$ cat config.mk
export PLATFORM = sky130hd
export DESIGN_NAME = branch_sequencer
export DESIGN_NICKNAME = d
export VERILOG_FILES = /design/src/rtl/sparc_pkg.sv /design/src/rtl/branch_target_adder.sv /design/src/rtl/branch_sequencer.sv
export SDC_FILE = /design/constraint.sdc
export NUM_CORES = 1
export LEC_CHECK = 0
export BUFFER_PORTS_ARGS = -buffer_cell sky130_fd_sc_hd__buf_2
export CORE_MARGIN = 3
export CORE_UTILIZATION = 40
export CTS_CLUSTER_SIZE = 12
export DETAILED_ROUTE_END_ITERATION = 8
export PLACE_DENSITY = 0.65
export SLEW_MARGIN = 20
export SYNTH_ARGS = -nofsm -noshare
export SYNTH_HDL_FRONTEND = slang
export SYNTH_HIERARCHICAL = 1
export SYNTH_SLANG_ARGS = --single-unit
$ cat constraint.sdc
create_clock -name clk -period 3.65 [get_ports clk]
set_clock_uncertainty 0.1 [all_clocks]
set_input_delay 0.365 -clock clk [delete_from_list [all_inputs] [get_ports clk]]
set_output_delay 0.365 -clock clk [all_outputs]
set_load 0.005 [all_outputs]
$ cat src/rtl/sparc_pkg.sv
// ============================================================================
// Module      : sparc_pkg
// Description : Shared types and constants for the SPARC branch sequencer.
// Revision    : 1.0 - initial release
// ============================================================================
`default_nettype none

package sparc_pkg;

    localparam int WORD_W = 32;
    localparam int DISP_W = 22;

    localparam logic [3:0] COND_BA = 4'b1000;
    localparam logic [3:0] COND_BN = 4'b0000;

    typedef enum logic [1:0] {
        ST_NORMAL = 2'd0,
        ST_DELAY  = 2'd1,
        ST_ANNUL  = 2'd2
    } seq_state_e;

endpackage

`default_nettype wire

$ cat src/rtl/branch_target_adder.sv
// ============================================================================
// Module      : branch_target_adder
// Description : Bicc target = pc + sign_ext(disp22) * 4, modulo 2^32.
// Revision    : 1.0 - initial release
// ============================================================================
`default_nettype none

module branch_target_adder
    import sparc_pkg::*;
(
    input  logic [WORD_W-1:0] i_pc,
    input  logic [DISP_W-1:0] i_disp22,
    output logic [WORD_W-1:0] o_target
);

    logic [WORD_W-1:0] w_offset;

    assign w_offset = {{(WORD_W-DISP_W-2){i_disp22[DISP_W-1]}}, i_disp22, 2'b00};
    assign o_target = i_pc + w_offset;

endmodule

`default_nettype wire

$ cat src/rtl/branch_sequencer.sv
// ============================================================================
// Module      : branch_sequencer
// Description : PC/nPC sequencer with SPARC delay-slot and annul handling.
// Revision    : 1.0 - initial release
// ============================================================================
`default_nettype none

module branch_sequencer
    import sparc_pkg::*;
#(
    parameter logic [31:0] RESET_PC = 32'h0000_0000
) (
    input  logic                 clk,
    input  logic                 reset,
    input  logic                 stall,
    input  logic                 instr_valid,
    input  logic                 is_bicc,
    input  logic                 annul_bit,
    input  logic [DISP_W-1:0]    disp22,
    input  logic                 cond_true,
    input  logic                 is_ba,
    input  logic                 is_bn,
    input  logic                 redirect,
    input  logic [WORD_W-1:0]    redirect_addr,
    output logic [WORD_W-1:0]    pc,
    output logic [WORD_W-1:0]    npc,
    output logic                 annul_out,
    output logic                 in_delay_slot
);

    seq_state_e        r_state;
    seq_state_e        w_state_nxt;
    logic [WORD_W-1:0] r_pc;
    logic [WORD_W-1:0] r_npc;
    logic [WORD_W-1:0] w_pc_nxt;
    logic [WORD_W-1:0] w_npc_nxt;
    logic [WORD_W-1:0] w_target;
    logic [WORD_W-1:0] w_npc_inc;
    logic              w_taken;

    branch_target_adder u_target (
        .i_pc     (r_pc),
        .i_disp22 (disp22),
        .o_target (w_target)
    );

    assign w_npc_inc = r_npc + 32'd4;
    // BN can never be taken and BA always is, whatever cond_true reports.
    assign w_taken   = (cond_true | is_ba) & ~is_bn;

    always_comb begin
        w_pc_nxt    = r_pc;
        w_npc_nxt   = r_npc;
        w_state_nxt = r_state;
        if (redirect) begin
            w_pc_nxt    = redirect_addr;
            w_npc_nxt   = redirect_addr + 32'd4;
            w_state_nxt = ST_NORMAL;
        end else if (!stall && instr_valid) begin
            w_pc_nxt    = r_npc;
            w_npc_nxt   = w_npc_inc;
            w_state_nxt = ST_NORMAL;
            // An annulled slot is never decoded, so its Bicc fields are ignored.
            if ((r_state != ST_ANNUL) && is_bicc) begin
                if (w_taken) begin
                    w_npc_nxt   = w_target;
                    w_state_nxt = (is_ba && annul_bit) ? ST_ANNUL : ST_DELAY;
                end else begin
                    w_state_nxt = annul_bit ? ST_ANNUL : ST_DELAY;
                end
            end
        end
    end

    always_ff @(posedge clk) begin
        if (reset) begin
            r_pc    <= RESET_PC;
            r_npc   <= RESET_PC + 32'd4;
            r_state <= ST_NORMAL;
        end else begin
            r_pc    <= w_pc_nxt;
            r_npc   <= w_npc_nxt;
            r_state <= w_state_nxt;
        end
    end

    assign pc            = r_pc;
    assign npc           = r_npc;
    assign annul_out     = (r_state == ST_ANNUL);
    assign in_delay_slot = (r_state == ST_DELAY) || (r_state == ST_ANNUL);

endmodule

`default_nettype wire
==> results.yml, run 1 <==
status:
  outcome: "complete, no violations"
timing:
  post-route-min-period_ns: 3.40
  finalHoldViolations: 0
  setup_tns_ns: 0
  setup_viol: 0
  worst_hold_slack_ns: 0.191
  maxSlewViolCount: 0
  fin_crit_sh_pct: 93.3
  slew_headroom_pct: 43.8
  fmax_mhz: 294
  grt_setup_unrepaired: "false"
  tightest_slew_ns: 0.842
floorplanning:
  ios: 130
  dieArea_um2: 16600
  start_util_pct: 41.1
  die_y_um: 129
  dieWidth_um: 129
  rows: 44
  core_area_um2: 14600
global_routing:
  met3_usage_pct: 3.86
  grt_pass1_vias: 6193
  overflow: 0
  grt_max_degree: 60
  top_usage_layer: "met2"
  grt_pass1_wl_mm: 32.0
  grtUsageTotal_pct: 24.1
  grt_use_met1_pct: 32.5
  globalRouteMet2Util_pct: 38.8
  antenna_found_initial: 0
placement:
  place_area_um2: 6770
  gp_congestion: 0.922
  place_hpwl_mm: 15.0
  io_buffers: 129
logic_synthesis:
  synth-edff-count: 0
  netlist-cell-type-count: 80
  synthTopCellsByCount: "nand2_1 (122), a21oi_1 (104), nor2_1 (82)"
  syn_avg_cell_area_um2: 7.14
  syn_inst: 843
  ys_seq_elements: 66
  yosysTopAreaCell: "dfxtp_1"
  syn_area_um2: 6020
  ys_warn_count: 6
  ys_seq_area_share_pct: 21.9
  ys_async_sr_fraction_pct: 0
  synth.area.top_cells: "dfxtp_1 (22%), a21oi_1 (8.6%), nand2_1 (7.6%)"
  synth_flop_cell: "dfxtp_1"
  yosys.cell_count.top_type: "nand2_1"
  yosysTopAreaCellShare_pct: 21.9
  synth_fp_nets: 940
min_path:
  hp-class: "in2reg"
  worstHoldPathCells: 3
  hold_end: "pc[31]"
  worstHoldStart: "redirect_addr[31]"
worst_setup_path:
  crit_family: "compound AO/OA/AOI/OAI gates"
  cp.buffers_inverters: 1
  r2r-end: "npc[26]"
  crit_slowest_cell: "fa_1"
  crit_arrival_ns: 3.57
  required_ns: 3.81
  end_kind: "flip-flop"
  crit_type: "reg2reg"
  start_kind: "flip-flop"
  crit_chain: "ha_1, inv_1, fa_1, nor2b_1, o2111ai_1, a311oi_1, nor2_1, o311ai_4, a41oi_1, xnor2_1, nor2_1, a221oi_1, a21oi_1, a211oi_1"
  cp_max_fo: 3
  path_common_cell: "nor2_1"
  rr_worst_depth: 14
  reg2reg_slack_ns: 0.25
  reg2reg_from: "pc[2]"
  cp_slowest_stage_delay_ns: 0.43
detailed_routing:
  via_per_inst: 5.90
  drc: 0
  vias: 6664
  dr.pass1.iters: 5
  drt-initial-drc-count: 574
  routedWlPerCell_um: 18.1
  ant_nets: 0
  totalWireLength_mm: 20.4
finish:
  insertedDiodeCount: 0
  final-seq-area_um2: 1320
  multi_input_area_um2: 4370
  final_nets: 1037
  area_growth_pct: 17.9
  layout-drive-gt1-share_pct: 20.2
  finalInstanceArea_um2: 7100
  fillers: 1520
clocking:
  clockRootBuffer: "clkbuf_16"
  cts.clk_slew.worst_paths_ns: 0.06
  cts_tree: "built"
  clock_path_buffers: 2
  post_cts_resized: 0
  h-tree-depth: 3
  cts_hold_buf: 0
  clk_latency_ns: 0.35
  post_cts_buffers: 0
  numCtsBuffers: 9
  cts.sinks: 66
power:
  power_density_nw_per_um2: 352
  p_leak_nw: 3.04
  ir_drop_uv: 234
flow_run:
  cap_violations: 0
==> how the worst max path moves through the flow <==
stage / cells past startpoint / endpoint / start
after floorplan: 14 / npc[26] / pc[2]
after global placement: 15 / npc[26] / disp22[0]
after detailed placement: 15 / npc[26] / disp22[0]
after CTS: 14 / npc[26] / pc[2]
after global routing: 14 / npc[26] / pc[2]
final: 14 / npc[26] / pc[2]
==> power breakdown <==
group	leakage (nW)	switching (mW)	total [mW]	internal, mW
Clock	0.163	0.344	0.980	0.636
Sequential	0.546	0.0752	0.847	0.772
Combinational	2.33	0.398	0.673	0.275
Total	3.04	0.818	2.50	1.68
==> sequential cells by signal (all words and copies together) (netlist names) <==
register / count
npc: 32
pc: 32
r_state: 2
==> cells by family after synthesis <==
group           Yosys count  synth area share [%]
flops                    66                  21.9
simple gates            330                  25.6
fa+ha+maj                33                  6.98
compound gates          264                  29.7
buf+inv                  82                  5.73
mux                       5                 0.852
xor+xnor                 63                  9.16
==> through the flow <==
stage	total power [mW]	cells	utilization, %	setup WS, ns
finish	2.50	1129	48.5	0.246
global route	2.62	1129	48.5	0.0785
CTS	2.51	1129	48.5	0.327
detailed placement	1.52	1113	46.2	0.260
global placement	1.52	1113	46.2	0.325
floorplan	1.29	843	-	0.738
==> tightest hold or removal path: cells and delay by family <==
family                 cells  cell delay (ns)
AO/OA/AOI/OAI              1             0.06
buffers and inverters      1             0.10
AND/OR/NAND/NOR            1             0.08
==> cells in the final DEF, fill, tap and decap left out, types with 4 or more instances in the layout <==
cell / count
and3_1: 11
nand2_1: 122
buf_2: 128
o21ai_1: 5
a21o_1: 18
xor2_1: 24
a311oi_1: 4
a31oi_1: 9
o22ai_1: 5
mux2i_1: 4
a211oi_1: 17
nand4_1: 16
xnor2_1: 39
ha_1: 32
o21a_1: 4
and4_1: 4
a221oi_1: 11
nand3_1: 37
buf_4: 17
inv_1: 23
nor2_1: 82
o31ai_1: 5
clkbuf_16: 9
nor3_1: 26
dfxtp_1: 66
o21ai_0: 32
a21oi_1: 104
o21bai_1: 7
==> per-layer routing <==
| metal | share of wire (%) | wire (um) |
|---|---|---|
| met1 | 46 | 9300 |
| met2 | 46 | 9430 |
| met3 | 5.8 | 1190 |
| met4 | 2.3 | 476 |
| met5 | 0 | 0 |
==> final cells by class <==
| class | instances | share of cell area [%] |
|---|---|---|
| Sequential cell | 66 | 18.6 |
| Inverter | 23 | 1.22 |
| Clock inverter | 4 | 1.04 |
| Multi-Input combinational cell | 695 | 61.5 |
| Tap cell | 184 | 3.24 |
| Timing Repair Buffer | 145 | 10.8 |
| Clock buffer | 12 | 3.61 |
No activity file was read; power rests on OpenSTA's default activity.
==> inputs of run 2 (changes only) <==
--- a/config.mk
+++ b/config.mk
@@ -14,5 +14,4 @@
 export SLEW_MARGIN = 20
 export SYNTH_ARGS = -nofsm -noshare
 export SYNTH_HDL_FRONTEND = slang
-export SYNTH_HIERARCHICAL = 1
 export SYNTH_SLANG_ARGS = --single-unit
==> run 2 against run 1 <==
Utilization rose by 1.1 points. Wire length fell by 8.5%. Sequential power rose by 1%. Critical path depth fell by 4. Register-to-register slack improved by 0.54 ns. Critical path type unchanged. Largest power group is now sequential cells. Highest routed layer unchanged.
==> results.yml, run 2 <==
global_routing:
  antenna_found_initial: 0
  grt_max_degree: 70
  grt_pass1_wl_mm: 30.0
  overflow: 0
  grt_pass1_vias: 5887
  grtUsageTotal_pct: 24.5
placement:
  place_hpwl_mm: 13.9
  io_buffers: 129
  place_ws_ns: 0.620
  gp_congestion: 0.955
logic_synthesis:
  yosysTopAreaCell: "dfxtp_1"
  ys_seq_area_share_pct: 23.7
  synthTopCellsByCount: "nand2_1 (119), a21oi_1 (116), nor2_1 (94)"
  synth_fp_nets: 908
  ys_async_sr_fraction_pct: 0
  synth_flop_cell: "dfxtp_1"
  yosys.cell_count.top_type: "nand2_1"
  syn_area_um2: 5560
  yosysTopAreaCellShare_pct: 23.7
  ys_seq_elements: 66
  syn_inst: 811
  synth.area.top_cells: "dfxtp_1 (24%), a21oi_1 (10%), nand2_1 (8.0%)"
  netlist-cell-type-count: 55
  synth-edff-count: 0
  syn_avg_cell_area_um2: 6.86
  ys_warn_count: 0
detailed_routing:
  ant_nets: 0
  routedWlPerCell_um: 16.9
  via_per_inst: 5.75
  drt-initial-drc-count: 457
  dr.pass1.iters: 5
  vias: 6336
  drc: 0
  totalWireLength_mm: 18.7
finish:
  layout-drive-gt1-share_pct: 17.7
  final_nets: 1017
  final_common_cell: "buf_2"
  area_growth_pct: 19.4
  post-route-util_pct: 49.6
  final_cell_mix: "buf_2 (129), nand2_1 (119), a21oi_1 (116), nor2_1 (94), dfxtp_1 (66)"
  fillers: 1381
  insertedDiodeCount: 0
timing:
  finalWorstSetupSlack_ns: 0.785
  finalHoldViolations: 0
  slew_headroom_pct: 46.0
  fmax_mhz: 349
  fin_crit_sh_pct: 78.5
  setup_tns_ns: 0
  tightest_slew_ns: 0.810
  maxSlewViolCount: 0
  post-route-min-period_ns: 2.87
  grt_setup_unrepaired: "false"
  setup_viol: 0
power:
  ir_drop_uv: 233
  pwr-share-clk_pct: 36.9
  p_total_mw: 2.30
  p_sw_mw: 0.760
  sw_frac_of_total_pct: 33.1
  power_density_nw_per_um2: 346
  power.internal_mw: 1.54
  p_leak_nw: 2.79
  power.share.combinational_pct: 25.9
  pwr-share-seq_pct: 37.2
floorplanning:
  ios: 130
  rows: 42
  dieArea_um2: 15400
  core_area_um2: 13400
  die_y_um: 124
  start_util_pct: 41.5
  dieWidth_um: 124
worst_setup_path:
  required_ns: 3.78
  start_kind: "flip-flop"
  cp_slowest_stage_delay_ns: 0.41
  crit_type: "reg2reg"
  crit_slowest_cell: "fa_1"
  cp.buffers_inverters: 0
  path_common_cell: "a31oi_1"
  crit_chain: "ha_1, fa_1, a21oi_1, o211ai_1, and2_1, o21ba_2, a31oi_1, o221ai_1, a31oi_1, o21ai_0"
  reg2reg_slack_ns: 0.78
  crit_arrival_ns: 2.99
  cp_max_fo: 3
  crit_family: "compound AO/OA/AOI/OAI gates"
  end_kind: "flip-flop"
clocking:
  clockRootBuffer: "clkbuf_16"
  cts_hold_buf: 0
  clk_latency_ns: 0.35
  clock_path_buffers: 2
  post_cts_buffers: 0
  numCtsBuffers: 9
  h-tree-depth: 3
  cts_tree: "built"
  cts.sinks: 66
  post_cts_resized: 0
  cts.clk_slew.worst_paths_ns: 0.06
flow_run:
  cap_violations: 0
status:
  outcome: "complete, no violations"
min_path:
  hp-class: "in2reg"
==> run 2: layout make-up <==
class                           instances  area, um^2  share of cell area (%)
Multi-Input combinational cell        678        4000                    60.1
Sequential cell                        66        1320                    19.9
Timing Repair Buffer                  140         728                    11.0
Clock buffer                           14         274                    4.13
Tap cell                              176         220                    3.32
Inverter                               25        93.8                    1.41
Clock inverter                          2        10.0                   0.151
==> run 2: final timing paths <==
check | startpoint | end | cells after the start
worst max-delay path | pc[2] | npc[30] | 10
worst min-delay path | redirect_addr[23] | pc[23] | 3
worst min register to register | r_state[1] | r_state[1] | 2
worst max register to register | pc[2] | npc[30] | 10
==> run 2: cells by family (layout without fill, tap and decap cells) <==
| logic type | Yosys count | in the layout | share of synthesized area, % |
|---|---|---|---|
| AND/OR/NAND/NOR | 326 | 326 | 26.5 |
| AO/OA/AOI/OAI | 268 | 268 | 29.3 |
| buffers and inverters | 67 | 181 | 4.72 |
| flip-flops | 66 | 66 | 23.7 |
| XOR/XNOR | 46 | 46 | 7.24 |
| adder cells (fa/ha/maj) | 33 | 33 | 7.56 |
| multiplexers | 5 | 5 | 0.900 |
==> run 2: power by group through the flow <==
stage | clock network, mW | logic [mW] | registers (mW)
CTS | 0.855 | 0.592 | 0.853
finish | 0.847 | 0.595 | 0.856
floorplan | 0 | 0.385 | 0.848
global route | 0.892 | 0.667 | 0.864
global placement | 0 | 0.585 | 0.869
detailed placement | 0 | 0.588 | 0.868
==> run 2: layer usage <==
metal,global-route usage [%],part of all wire (%)
met5,0,0
met4,6.91,1.7
met3,5.00,6.7
met2,38.2,45
met1,34.4,46
==> run 2: through the flow <==
step           area [um^2]  hold WS (ns)  cells
5_1_grt               6640         0.207   1101
3_5_place_dp          6360         0.360   1085
3_3_place_gp          6360         0.355   1085
2_1_floorplan         5560         0.336    811
6_report              6640         0.195   1101
4_1_cts               6640         0.182   1101
==> run 2: worst min-delay path, stage by stage <==
cell and delay [ns]:
buf_2 0.11, a21oi_1 0.07, nor2_1 0.07
==> inputs of run 3 (changes only) <==
==> constraint.sdc (replaced) <==
create_clock -name clk -period 2.9 [get_ports clk]
set_clock_uncertainty 0.1 [all_clocks]
set_input_delay 0.29 -clock clk [delete_from_list [all_inputs] [get_ports clk]]
set_output_delay 0.29 -clock clk [all_outputs]
set_load 0.005 [all_outputs]
==> run 3 against run 2 <==
Combinational power up 27%. Die area unchanged. Design area up 1.3%. Critical path type unchanged. Critical endpoint unchanged. Via count up 0.19%. Critical path depth unchanged. Hold slack worse by 0.081 ns. Clock power up 20%. Sequential power up 25%. Wire length down 1.6%.
==> results.yml, run 3 (synthesis gave the netlist of run 2 again) <==
status:
  outcome: "complete, no violations"
global_routing:
  grt_pass1_vias: 5922
  grt_max_degree: 82
  antenna_found_initial: 0
  grt_pass1_wl_mm: 29.6
  grtUsageTotal_pct: 24.2
  overflow: 0
timing:
  grt_setup_unrepaired: "false"
  post-route-min-period_ns: 2.67
  maxSlewViolCount: 0
  worst_hold_slack_ns: 0.114
  setup_tns_ns: 0
  tightest_slew_ns: 0.798
  setup_viol: 0
  finalHoldViolations: 0
  slew_headroom_pct: 46.8
  fin_crit_sh_pct: 92.0
  fmax_mhz: 375
detailed_routing:
  drt-initial-drc-count: 383
  totalWireLength_mm: 18.4
  wl_met3_mm: 1.35
  met1_length_mm: 8.21
  drc: 0
  dr.pass1.iters: 5
  vias: 6348
  via_per_inst: 5.70
  ant_nets: 0
  routedWlPerCell_um: 16.5
  dr_wl_met2_mm: 8.42
  top_layer_used: "met4"
floorplanning:
  start_util_pct: 41.5
  die_y_um: 124
  core_area_um2: 13400
  rows: 42
  ios: 130
  dieArea_um2: 15400
  dieWidth_um: 124
worst_setup_path:
  crit_arrival_ns: 2.80
  reg2reg_from: "pc[2]"
  cp_max_fo: 3
  start_kind: "flip-flop"
  required_ns: 3.03
  r2r-end: "npc[30]"
  end_kind: "flip-flop"
  crit_type: "reg2reg"
  reg2reg_slack_ns: 0.23
  rr_worst_depth: 10
finish:
  final_nets: 1029
  final_cell_mix: "buf_2 (129), nand2_1 (119), a21oi_1 (114), nor2_1 (94), dfxtp_1 (66)"
  area_growth_pct: 20.9
  layout-drive-gt1-share_pct: 19.0
  insertedDiodeCount: 0
  final_common_cell: "buf_2"
  fillers: 1397
clocking:
  clock_path_buffers: 2
  h-tree-depth: 3
  cts.sinks: 66
  post_cts_buffers: 0
  cts_tree: "built"
  clk_latency_ns: 0.34
  clockRootBuffer: "clkbuf_16"
  cts_hold_buf: 0
  numCtsBuffers: 9
  cts.clk_slew.worst_paths_ns: 0.06
power:
  power_density_nw_per_um2: 424
  p_leak_nw: 2.84
  p_total_mw: 2.85
  ir_drop_uv: 264
min_path:
  worstHoldPathCells: 3
  hp-class: "in2reg"
  worstHoldStart: "redirect_addr[16]"
  hold_end: "pc[16]"
placement:
  gp_congestion: 0.915
  place_hpwl_mm: 13.8
  io_buffers: 129
flow_run:
  cap_violations: 0
[run 3: changes by cell type in the layout (fill, tap and decap cells not counted)]
cell      change
a21oi_1       -2
clkbuf_8      -2
a31oi_2       +1
a21oi_2       +2
buf_4        +12
clkinv_2      +1
a31oi_1       -1
clkbuf_1      +1
[run 3: how the worst max path moves through the flow]
stage	start	end	slack, ns
2_1_floorplan	pc[2]	npc[30]	0.41
3_3_place_gp	disp22[0]	npc[30]	0.04
3_5_place_dp	disp22[0]	npc[30]	-0.01
4_1_cts	pc[2]	npc[30]	0.08
5_1_grt	pc[12]	npc[17]	0.03
6_report	pc[2]	npc[30]	0.23
[run 3: final cells by class]
class                           count  area, um^2  area share (%)
Clock buffer                       13         250            3.72
Clock inverter                      3        15.0           0.223
Inverter                           25        93.8            1.39
Multi-Input combinational cell    678        4010            59.6
Sequential cell                    66        1320            19.6
Tap cell                          176         220            3.27
Timing Repair Buffer              152         818            12.2
[run 3: repair_timing]
action / 4_1_cts / 5_1_grt
gates resized for setup: 0 / 3
setup endpoints to repair: 0 / 3
hold endpoints to repair: 0 / 0
[run 3: worst max-delay path, stage by stage, from the launching register on]
cell	delay (ns)
dfxtp_1	0.32
ha_1	0.21
fa_1	0.43
a21oi_2	0.22
o211ai_1	0.14
and2_1	0.19
o21ba_2	0.25
a31oi_2	0.26
o221ai_1	0.18
a31oi_1	0.16
o21ai_0	0.10
[run 3: power by group]
part | switching [mW] | leakage [nW] | total [mW] | internal [mW]
registers | 0.0941 | 0.546 | 1.07 | 0.979
logic | 0.437 | 2.16 | 0.755 | 0.318
clock network | 0.423 | 0.133 | 1.02 | 0.599
[run 3: metrics by stage]
step / instances / setup WS (ns) / util (%) / cell area, um^2
after floorplan: 811 / 0.413 / - / 5560
after global placement: 1097 / 0.0355 / 48.1 / 6450
after detailed placement: 1097 / -0.0126 / 48.1 / 6450
after CTS: 1113 / 0.0785 / 50.1 / 6710
after global routing: 1113 / 0.0316 / 50.2 / 6730
final: 1113 / 0.232 / 50.2 / 6730
[run 3: layer usage]
layer,vias up,GRT usage [%]
met2,220,39.6
met3,25,4.18
met1,2926,32.3
met4,0,8.01
met5,-,0
li1,3177,-
